**src/rtl/csr_file.sv**
```systemverilog
// Machine-mode CSR file: CSRRW/S/C(+I), trap entry, mret, optional counters.
// Ports: clk, rst (sync high); is_csr, csr_read_en, csr_write_en, funct3,
//   csr_addr, rs1_idx, rs1_data (CSR op); instr_retire; trap_valid,
//   trap_cause, trap_pc; mret; outputs csr_rdata, illegal_csr (comb),
//   mtvec_out, mepc_out, mie_out.
// Define CSR_COUNTERS_EN to build the 64-bit mcycle/minstret counters.
module csr_file #(
  parameter logic [31:0] MTVEC_RESET = 32'h0000_0000,
  parameter logic [31:0] HART_ID     = 32'h0000_0000
) (
  input  logic        clk,
  input  logic        rst,
  input  logic        is_csr,
  input  logic        csr_read_en,
  input  logic        csr_write_en,
  input  logic [2:0]  funct3,
  input  logic [11:0] csr_addr,
  input  logic [4:0]  rs1_idx,
  input  logic [31:0] rs1_data,
  input  logic        instr_retire,
  input  logic        trap_valid,
  input  logic [31:0] trap_cause,
  input  logic [31:0] trap_pc,
  input  logic        mret,
  output logic [31:0] csr_rdata,
  output logic        illegal_csr,
  output logic [31:0] mtvec_out,
  output logic [31:0] mepc_out,
  output logic        mie_out
);

  localparam logic [11:0] A_MSTATUS  = 12'h300;
  localparam logic [11:0] A_MISA     = 12'h301;
  localparam logic [11:0] A_MTVEC    = 12'h305;
  localparam logic [11:0] A_MSCRATCH = 12'h340;
  localparam logic [11:0] A_MEPC     = 12'h341;
  localparam logic [11:0] A_MCAUSE   = 12'h342;
  localparam logic [11:0] A_MHARTID  = 12'hF14;
  localparam logic [31:0] MISA_VAL   = 32'h4000_1100;

  logic        mie_q, mie_d;
  logic        mpie_q, mpie_d;
  logic [31:0] mtvec_q, mtvec_d;
  logic [31:0] mscratch_q, mscratch_d;
  logic [31:0] mepc_q, mepc_d;
  logic [31:0] mcause_q, mcause_d;

`ifdef CSR_COUNTERS_EN
  localparam logic [11:0] A_MCYCLE    = 12'hB00;
  localparam logic [11:0] A_MINSTRET  = 12'hB02;
  localparam logic [11:0] A_MCYCLEH   = 12'hB80;
  localparam logic [11:0] A_MINSTRETH = 12'hB82;
  localparam logic [11:0] A_CYCLE     = 12'hC00;
  localparam logic [11:0] A_INSTRET   = 12'hC02;
  localparam logic [11:0] A_CYCLEH    = 12'hC80;
  localparam logic [11:0] A_INSTRETH  = 12'hC82;

  logic [63:0] mcycle_q, mcycle_d;
  logic [63:0] minstret_q, minstret_d;
`else
  logic unused_retire;
  assign unused_retire = instr_retire;
`endif

  logic        addr_impl;
  logic [31:0] old_val;
  logic [31:0] mstatus_val;
  logic [31:0] src;
  logic [31:0] wdata;
  logic        op_valid;
  logic        suppressed;
  logic        read_only;
  logic        we;

  // MPP is hardwired to M-mode (2'b11).
  assign mstatus_val = {19'b0, 2'b11, 3'b0, mpie_q, 3'b0, mie_q, 3'b0};

  always_comb begin
    addr_impl = 1'b1;
    old_val   = 32'h0;
    case (csr_addr)
      A_MSTATUS:   old_val = mstatus_val;
      A_MISA:      old_val = MISA_VAL;
      A_MTVEC:     old_val = mtvec_q;
      A_MSCRATCH:  old_val = mscratch_q;
      A_MEPC:      old_val = mepc_q;
      A_MCAUSE:    old_val = mcause_q;
      A_MHARTID:   old_val = HART_ID;
`ifdef CSR_COUNTERS_EN
      A_MCYCLE,
      A_CYCLE:     old_val = mcycle_q[31:0];
      A_MCYCLEH,
      A_CYCLEH:    old_val = mcycle_q[63:32];
      A_MINSTRET,
      A_INSTRET:   old_val = minstret_q[31:0];
      A_MINSTRETH,
      A_INSTRETH:  old_val = minstret_q[63:32];
`endif
      default:     addr_impl = 1'b0;
    endcase
  end

  assign src = funct3[2] ? {27'b0, rs1_idx} : rs1_data;

  always_comb begin
    wdata = old_val;
    case (funct3[1:0])
      2'b01:   wdata = src;
      2'b10:   wdata = old_val | src;
      2'b11:   wdata = old_val & ~src;
      default: wdata = old_val;
    endcase
  end

  // funct3 x00 is not a CSR op (ecall/mret etc.), so it never faults.
  assign op_valid   = funct3[1:0] != 2'b00;
  assign suppressed = funct3[1] & (rs1_idx == 5'd0);
  assign read_only  = csr_addr[11:10] == 2'b11;

  assign illegal_csr = is_csr & op_valid &
                       (~addr_impl | (read_only & ~suppressed));

  assign we = is_csr & csr_write_en & op_valid & ~suppressed &
              ~illegal_csr & ~trap_valid;

  assign csr_rdata = (is_csr & csr_read_en & addr_impl) ? old_val : 32'h0;

  always_comb begin
    mie_d      = mie_q;
    mpie_d     = mpie_q;
    mtvec_d    = mtvec_q;
    mscratch_d = mscratch_q;
    mepc_d     = mepc_q;
    mcause_d   = mcause_q;

    if (we) begin
      case (csr_addr)
        A_MSTATUS: begin
          mie_d  = wdata[3];
          mpie_d = wdata[7];
        end
        A_MTVEC:    mtvec_d    = {wdata[31:2], 2'b00};
        A_MSCRATCH: mscratch_d = wdata;
        A_MEPC:     mepc_d     = {wdata[31:2], 2'b00};
        A_MCAUSE:   mcause_d   = wdata;
        default:    ;
      endcase
    end

    // we is already low on a trap; mret overrides an mstatus write.
    if (trap_valid) begin
      mepc_d   = {trap_pc[31:2], 2'b00};
      mcause_d = trap_cause;
      mpie_d   = mie_q;
      mie_d    = 1'b0;
    end else if (mret) begin
      mie_d  = mpie_q;
      mpie_d = 1'b1;
    end
  end

`ifdef CSR_COUNTERS_EN
  // A write to one half replaces that half and freezes the other,
  // so no increment or carry is applied in that cycle.
  always_comb begin
    mcycle_d   = mcycle_q + 64'd1;
    minstret_d = minstret_q + {63'b0, instr_retire & ~trap_valid};
    if (we) begin
      case (csr_addr)
        A_MCYCLE:    mcycle_d   = {mcycle_q[63:32], wdata};
        A_MCYCLEH:   mcycle_d   = {wdata, mcycle_q[31:0]};
        A_MINSTRET:  minstret_d = {minstret_q[63:32], wdata};
        A_MINSTRETH: minstret_d = {wdata, minstret_q[31:0]};
        default:     ;
      endcase
    end
  end

  always_ff @(posedge clk) begin
    if (rst) begin
      mcycle_q   <= 64'h0;
      minstret_q <= 64'h0;
    end else begin
      mcycle_q   <= mcycle_d;
      minstret_q <= minstret_d;
    end
  end
`endif

  always_ff @(posedge clk) begin
    if (rst) begin
      mie_q      <= 1'b0;
      mpie_q     <= 1'b0;
      mtvec_q    <= {MTVEC_RESET[31:2], 2'b00};
      mscratch_q <= 32'h0;
      mepc_q     <= 32'h0;
      mcause_q   <= 32'h0;
    end else begin
      mie_q      <= mie_d;
      mpie_q     <= mpie_d;
      mtvec_q    <= mtvec_d;
      mscratch_q <= mscratch_d;
      mepc_q     <= mepc_d;
      mcause_q   <= mcause_d;
    end
  end

  assign mtvec_out = mtvec_q;
  assign mepc_out  = mepc_q;
  assign mie_out   = mie_q;

endmodule
```
**config.mk**
```make
export PLATFORM = sky130hd
export DESIGN_NAME = csr_file
export DESIGN_NICKNAME = d
export VERILOG_FILES = /design/src/rtl/csr_file.sv
export SDC_FILE = /design/constraint.sdc
export NUM_CORES = 1
export LEC_CHECK = 0
export CAP_MARGIN = 15
export CORE_AREA = 2 2 128 130
export CTS_CLUSTER_DIAMETER = 30
export DETAILED_ROUTE_END_ITERATION = 8
export DIE_AREA = 0 0 130 132
export GPL_TIMING_DRIVEN = 0
export HOLD_SLACK_MARGIN = 0.15
export PLACE_DENSITY = 0.79
export SLEW_MARGIN = 20
export SYNTH_ARGS = -nofsm -noshare
export SYNTH_HDL_FRONTEND = slang
export SYNTH_SLANG_ARGS = --single-unit
```
**constraint.sdc**
```tcl
create_clock -name clk -period 2.5 [get_ports clk]
set_input_delay 0.25 -clock clk [delete_from_list [all_inputs] [get_ports clk]]
set_output_delay 0.25 -clock clk [all_outputs]
set_load 0.03 [all_outputs]
```
==> results of run 1 <==
[metrics by stage]
step,setup TNS [ps],hold slack [ps]
detailed placement,-151450,446
finish,0,351
CTS,-11.8,349
global placement,-144940,436
floorplan,0,349
global route,-57.0,374
[cells in the final DEF, fill, tap and decap left out, drive strengths merged, types with 7 or more instances in the layout]
cell type	Yosys	final
nand3	10	10
clkdlybuf4s50	0	165
nor2b	15	15
a22oi	31	31
a22o	17	17
a31oi	11	11
a211o	9	9
nand2b	19	19
buf	29	90
nor2	129	129
nand2	87	87
a21oi	45	45
dfxtp	126	126
a221oi	8	8
nand3b	8	8
a2111oi	8	8
xnor2	13	13
a211oi	51	51
nor4	8	8
mux2	8	8
o21ai	56	56
nand4	7	7
mux2i	25	25
clkbuf	54	78
inv	10	10
nor3	9	9
a32oi	20	20
a222oi	10	10
[registers in the layout, indices dropped and copies added, names as in the netlist]
name and count:
mie_out 1, mscratch_q 32, mtvec_out 30, mepc_out 30, mcause_q 32, mpie_q 1
[worst max path at each step]
stage | startpoint | end | slack (ps) | cells past startpoint
floorplan | csr_addr[5] | csr_rdata[15] | 70 | 7
global placement | csr_addr[0] | csr_rdata[13] | -1670 | 9
detailed placement | csr_addr[0] | csr_rdata[13] | -1700 | 9
CTS | csr_addr[1] | csr_rdata[31] | -10 | 9
global route | csr_addr[10] | mscratch_q[25]$_SDFFE_PP0P_ | -10 | 8
finish | funct3[0] | mcause_q[28]$_SDFFE_PP0P_ | 10 | 7
[kinds of logic (layout without fill, tap and decap cells)]
family                 after synthesis  count (layout)
AO/OA/AOI/OAI                      303             303
XOR/XNOR                            13              13
buffers and inverters               95             357
flip-flops                         126             126
multiplexers                        33              33
other                                1               4
AND/OR/NAND/NOR                    328             328
[power breakdown]
part           leakage (nW)  internal, W  switching, W
Clock                 0.303      0.00169      0.000934
Sequential             1.03      0.00207     0.0000485
Combinational          2.48     0.000386      0.000508
[cell usage after synthesis, types with 7 or more instances]
library cell and count:
a211o_1 9, a211oi_1 49, a21oi_1 45, a221oi_1 7
a222oi_1 10, a22o_1 17, a22oi_1 31, a31oi_1 11
a32oi_1 20, buf_2 17, buf_4 8, clkbuf_1 54
dfxtp_1 126, inv_1 10, mux2_2 8, mux2i_1 25
nand2_1 87, nand2b_1 19, nand3_1 10, nand3b_1 8
nand4_1 7, nor2_1 129, nor2b_1 15, o21ai_0 43
o21ai_1 13, xnor2_1 13
[timing repair]
item                       CTS  global route
setup endpoints to repair  159           107
setup buffers               15             8
resized for setup          310            56
hold endpoints to repair     0             0
pin swaps                    8             7
gates cloned                 2             0
[metal layers]
| layer | up-vias | part of all wire | track usage | wire (µm) |
|---|---|---|---|---|
| li1 | 3866 | - | - | - |
| met1 | 4233 | 0.36 | 0.504 | 12600 |
| met2 | 813 | 0.44 | 0.590 | 15100 |
| met3 | 188 | 0.14 | 0.0897 | 4800 |
| met4 | 0 | 0.060 | 0.220 | 2080 |
| met5 | - | 0 | 0 | 0 |
[worst reg2reg max path, delay by kind of cell, from the launching register on]
family | cells | cell delay [ps]
AO/OA/AOI/OAI | 3 | 650
flip-flops | 1 | 330
multiplexers | 1 | 270
AND/OR/NAND/NOR | 1 | 240
buffers and inverters | 1 | 220
[final cells by class]
cell class | count | area, µm²
Buffer | 80 | 498
Clock inverter | 6 | 105
Clock buffer | 25 | 505
Inverter | 12 | 45.0
Multi-Input combinational cell | 681 | 4620
Timing Repair Buffer | 234 | 2300
Sequential cell | 126 | 2520
Fill cell | 1272 | 4850
Tap cell | 216 | 270
==> impl_metrics.json, run 1 <==
{
  "synth_top_family_by_area": "compound AO/OA/AOI/OAI gates",
  "cp_top_family": "buffers and inverters",
  "synth-xor-area-share": 0.0157,
  "port_buffers": 209,
  "htree_levels": 4,
  "synthAdderAreaFrac": 0,
  "clk_pin_slew_worst_paths_ps": 50,
  "status": "completed",
  "fin_util": 0.692,
  "clock_sinks": 126,
  "cp_cell_sequence": "clkdlybuf4s50_1 -> clkbuf_2 -> xnor2_2 -> clkbuf_1 -> nor2_1 -> a2111oi_0 -> a211oi_1",
  "irDropWorstVdd_mv": 0.507,
  "ys_ff_latch": 126,
  "seq_area_frac_synth": 0.348,
  "finalPower_w": 0.00564,
  "synthSimpleGateAreaFrac": 0.228,
  "maxSlewViolCount": 0,
  "clk_path_buf_depth": 2,
  "worst_hold_path.endpoint": "mepc_out[16]$_SDFFE_PP0P_",
  "antenna_found_initial": 0,
  "first_global_vias": 8724,
  "viasPerCell": 6.59,
  "synthMuxAreaShare": 0.0470,
  "worstPathMaxFanout": 10,
  "final_nets": 1276,
  "drc": 0,
  "final_hold_viol_count": 0,
  "rrSetupSlack_ps": 640,
  "cts_root_buffer": "clkbuf_16",
  "cp_slowest_stage_delay_ps": 560,
  "min_period_ps": 2490,
  "worstSetupStartpointType": "primary input",
  "grt_usage": 0.389,
  "synth_top_cell_area_share": 0.348,
  "hold_depth": 3,
  "fmax_mhz": 402,
  "globalplace.congestion": 1.03,
  "ys_top_cells_by_area": "dfxtp_1, nor2_1, a211oi_1",
  "rsz0062_at_grt": "true",
  "cts_tree": "yes",
  "drive_gt1_frac": 0.187,
  "async_reset_ff_frac": 0,
  "row_count": 46,
  "skew_ps": 7.84,
  "synth_cell_types": 70,
  "place_hpwl_mm": 23.6,
  "syn_inst": 899,
  "crit_required_ps": 2770,
  "grt_pass1_wl_mm": 50.1,
  "core_um2": 15700,
  "synth-compound-area-share": 0.302,
  "fin_cells": 1380,
  "syn_area_um2": 7250,
  "antenna_left": 0,
  "relSlewSlack": 0.388,
  "cap_violations": 0,
  "vias": 9100,
  "dr.first_iter.drc_count": 1285,
  "hold_path_class": "in -> reg",
  "numCtsBuffers": 17,
  "pre_cts_slack_ps": -1700,
  "post_drt_wl_per_cell_um": 25.1,
  "syn_avg_cell_area_um2": 8.06,
  "io_pins": 222,
  "synth_area_leader_cell": "dfxtp_1",
  "cp-end-kind": "flip-flop",
  "hold_buffers": 0,
  "num_antenna_cells": 0,
  "grt_start_max_net_pins": 17,
  "r2r-end": "mscratch_q[31]$_SDFFE_PP0P_",
  "crit_type": "in -> reg",
  "yosys_warnings": 0,
  "grt-ovfl-total": 0,
  "power_density_nw_per_um2": 519,
  "regToRegStartpoint": "mepc_out[31]$_SDFFE_PP0P_",
  "leakagePower_nw": 3.81,
  "arrival_ps": 2760,
  "finalSetupViolations": 0,
  "die_w_um": 130,
  "finalWorstSetupSlack_ps": 9.57,
  "die-area_um2": 17200,
  "dp_cells": 1327,
  "drtPass1Iterations": 9,
  "synth_edf_count": 0,
  "crit_path_top_delay_cell": "clkbuf_1",
  "holdCritStartpoint": "trap_pc[16]",
  "critPathBufInv": 3,
  "start_util": 0.461,
  "reg2reg_depth": 6,
  "synth_flop_cell": "dfxtp_1",
  "period_share": 0.996,
  "placed_area_um2": 9630,
  "worst_pin_slew_ps": 918,
  "wl_mm": 34.6,
  "fp.dieH_um": 132,
  "syn2layout_area_growth_pct": 49.9,
  "clkLatencyLatePin_ps": 430,
  "design_area_um2": 10900
}
Note: power is estimated with default switching activity, not from simulation.
==> inputs of run 2 (changes only) <==
--- a/config.mk
+++ b/config.mk
@@ -6,14 +6,17 @@
 export NUM_CORES = 1
 export LEC_CHECK = 0
 export CAP_MARGIN = 15
-export CORE_AREA = 2 2 128 130
+export CELL_PAD_IN_SITES_DETAIL_PLACEMENT = 2
+export CELL_PAD_IN_SITES_GLOBAL_PLACEMENT = 2
+export CORE_AREA = 2 2 167 169
 export CTS_CLUSTER_DIAMETER = 30
 export DETAILED_ROUTE_END_ITERATION = 8
-export DIE_AREA = 0 0 130 132
+export DIE_AREA = 0 0 169 171
 export GPL_TIMING_DRIVEN = 0
 export HOLD_SLACK_MARGIN = 0.15
-export PLACE_DENSITY = 0.79
+export PLACE_DENSITY_LB_ADDON = 0.1
 export SLEW_MARGIN = 20
 export SYNTH_ARGS = -nofsm -noshare
 export SYNTH_HDL_FRONTEND = slang
 export SYNTH_SLANG_ARGS = --single-unit
+export TNS_END_PERCENT = 30
==> run 2 against run 1 <==
Fmax rose by 0.51%. Total power grew 2.2%. Routed wire length rose by 28%. Combinational power up 5.6%. Clock-buffer cell count is 6 lower. Worst setup slack improved by 13 ps. Critical path type is now in -> out. Critical endpoint is now csr_rdata[8]. Largest cell class unchanged. Largest power group unchanged.
==> impl_metrics.json, run 2 (synthesis gave the netlist of run 1 again) <==
{
  "first_global_vias": 9388,
  "port_buffers": 209,
  "die-area_um2": 28900,
  "arrival_ps": 2230,
  "viasPerCell": 5.87,
  "crit_path_top_delay_cell": "and4_2",
  "wl_mm": 44.4,
  "post_drt_wl_per_cell_um": 29.2,
  "design_area_um2": 11200,
  "fmax_mhz": 404,
  "core_um2": 27300,
  "final_hold_viol_count": 0,
  "maxSlewViolCount": 0,
  "vias": 8921,
  "drc": 0,
  "finalSetupViolations": 0,
  "crit_type": "in -> out",
  "fin_util": 0.409,
  "place_hpwl_mm": 31.0,
  "grt-ovfl-total": 0,
  "io_pins": 222,
  "grt_start_max_net_pins": 17,
  "final_nets": 1285,
  "die_w_um": 169,
  "worstSetupStartpointType": "primary input",
  "irDropWorstVdd_mv": 0.258,
  "antenna_found_initial": 1,
  "globalplace.congestion": 0.944,
  "cp_slowest_stage_delay_ps": 580,
  "crit_required_ps": 2250,
  "start_util": 0.265,
  "cts_root_buffer": "clkbuf_16",
  "final_common_cell": "clkdlybuf4s50_1",
  "dr.first_iter.drc_count": 709,
  "min_period_ps": 2480,
  "status": "completed",
  "num_antenna_cells": 0,
  "skew_ps": 13.6,
  "critPathBufInv": 2,
  "power_density_nw_per_um2": 516,
  "hold_buffers": 0,
  "rrSetupSlack_ps": 400,
  "row_count": 61,
  "cp_top_family": "simple AND/OR/NAND/NOR gates",
  "hold_path_class": "in -> reg",
  "clock_sinks": 126,
  "grt_pass1_wl_mm": 63.7,
  "clk_pin_slew_worst_paths_ps": 70,
  "cp-end-kind": "primary output",
  "cp_cell_sequence": "clkdlybuf4s15_2 -> nor2_2 -> and4_2 -> nand2_1 -> a31oi_4 -> buf_6",
  "clkLatencyLatePin_ps": 440,
  "worst_pin_slew_ps": 965,
  "finalPower_w": 0.00576,
  "antenna_left": 0,
  "cap_violations": 0,
  "syn2layout_area_growth_pct": 54.1,
  "leakagePower_nw": 3.89,
  "placed_area_um2": 9800,
  "clk_path_buf_depth": 2,
  "reg_top3": "mcause_q x32, mscratch_q x32",
  "fp.dieH_um": 171,
  "worstPathMaxFanout": 8,
  "htree_levels": 4,
  "drive_gt1_frac": 0.204,
  "grt_usage": 0.302,
  "mostFrequentLayoutCells": "clkdlybuf4s50_1, dfxtp_1, nor2_1",
  "numCtsBuffers": 17,
  "relSlewSlack": 0.357,
  "period_share": 0.991,
  "fin_cells": 1520,
  "drtPass1Iterations": 6,
  "dp_cells": 1458,
  "cts_tree": "yes",
  "fin_hold_ws_ps": 388,
  "rsz0062_at_grt": "true"
}
-- run 2: path summary, 6_finish.rpt --
path,cells past startpoint,start,endpoint
max,6,csr_addr[3],csr_rdata[8]
min,3,trap_cause[19],mcause_q[19]$_SDFFE_PP0P_
max reg2reg,6,mscratch_q[30]$_SDFFE_PP0P_,mscratch_q[30]$_SDFFE_PP0P_
min reg2reg,2,mscratch_q[19]$_SDFFE_PP0P_,mscratch_q[19]$_SDFFE_PP0P_
-- run 2: cell type report --
cell class	count	area, µm²
Fill cell	3053	16200
Timing Repair Buffer	244	2340
Buffer	79	546
Inverter	12	45.0
Multi-Input combinational cell	681	4670
Clock buffer	19	453
Tap cell	346	433
Clock inverter	13	163
Sequential cell	126	2520
-- run 2: what timing repair did --
| action | CTS | global route |
|---|---|---|
| setup buffers | 26 | 6 |
| gates cloned | 1 | 1 |
| setup endpoints to repair | 159 | 94 |
| gates resized for setup | 347 | 49 |
| pin swaps | 12 | 11 |
-- run 2: stage by stage --
| stage | TNS [ps] | setup WS [ps] |
|---|---|---|
| after global placement | -196100 | -2130 |
| final | 0 | 22.3 |
| after global routing | -96.7 | -27.4 |
| after CTS | 0 | 6.78 |
| after floorplan | 0 | 68.1 |
| after detailed placement | -200800 | -2140 |
-- run 2: worst reg2reg max path, stage by stage, from the launching register on --
cell and delay [ps]:
dfxtp_1 320, nand3b_1 80, a211oi_1 80, o21ai_0 520
nand4_1 220, a221oi_2 570, a211oi_1 150
-- run 2: layer usage --
metal / global-route usage / routed length, µm
met5: 0 / 0
met1: 0.402 / 19400
met4: 0.0970 / 1290
met3: 0.0359 / 2860
met2: 0.511 / 20900
-- run 2: power by group --
| group | internal (W) | switching [W] |
|---|---|---|
| clock network | 0.00163 | 0.00107 |
| logic | 0.000393 | 0.000551 |
| registers | 0.00207 | 0.0000505 |
| total | 0.00409 | 0.00167 |
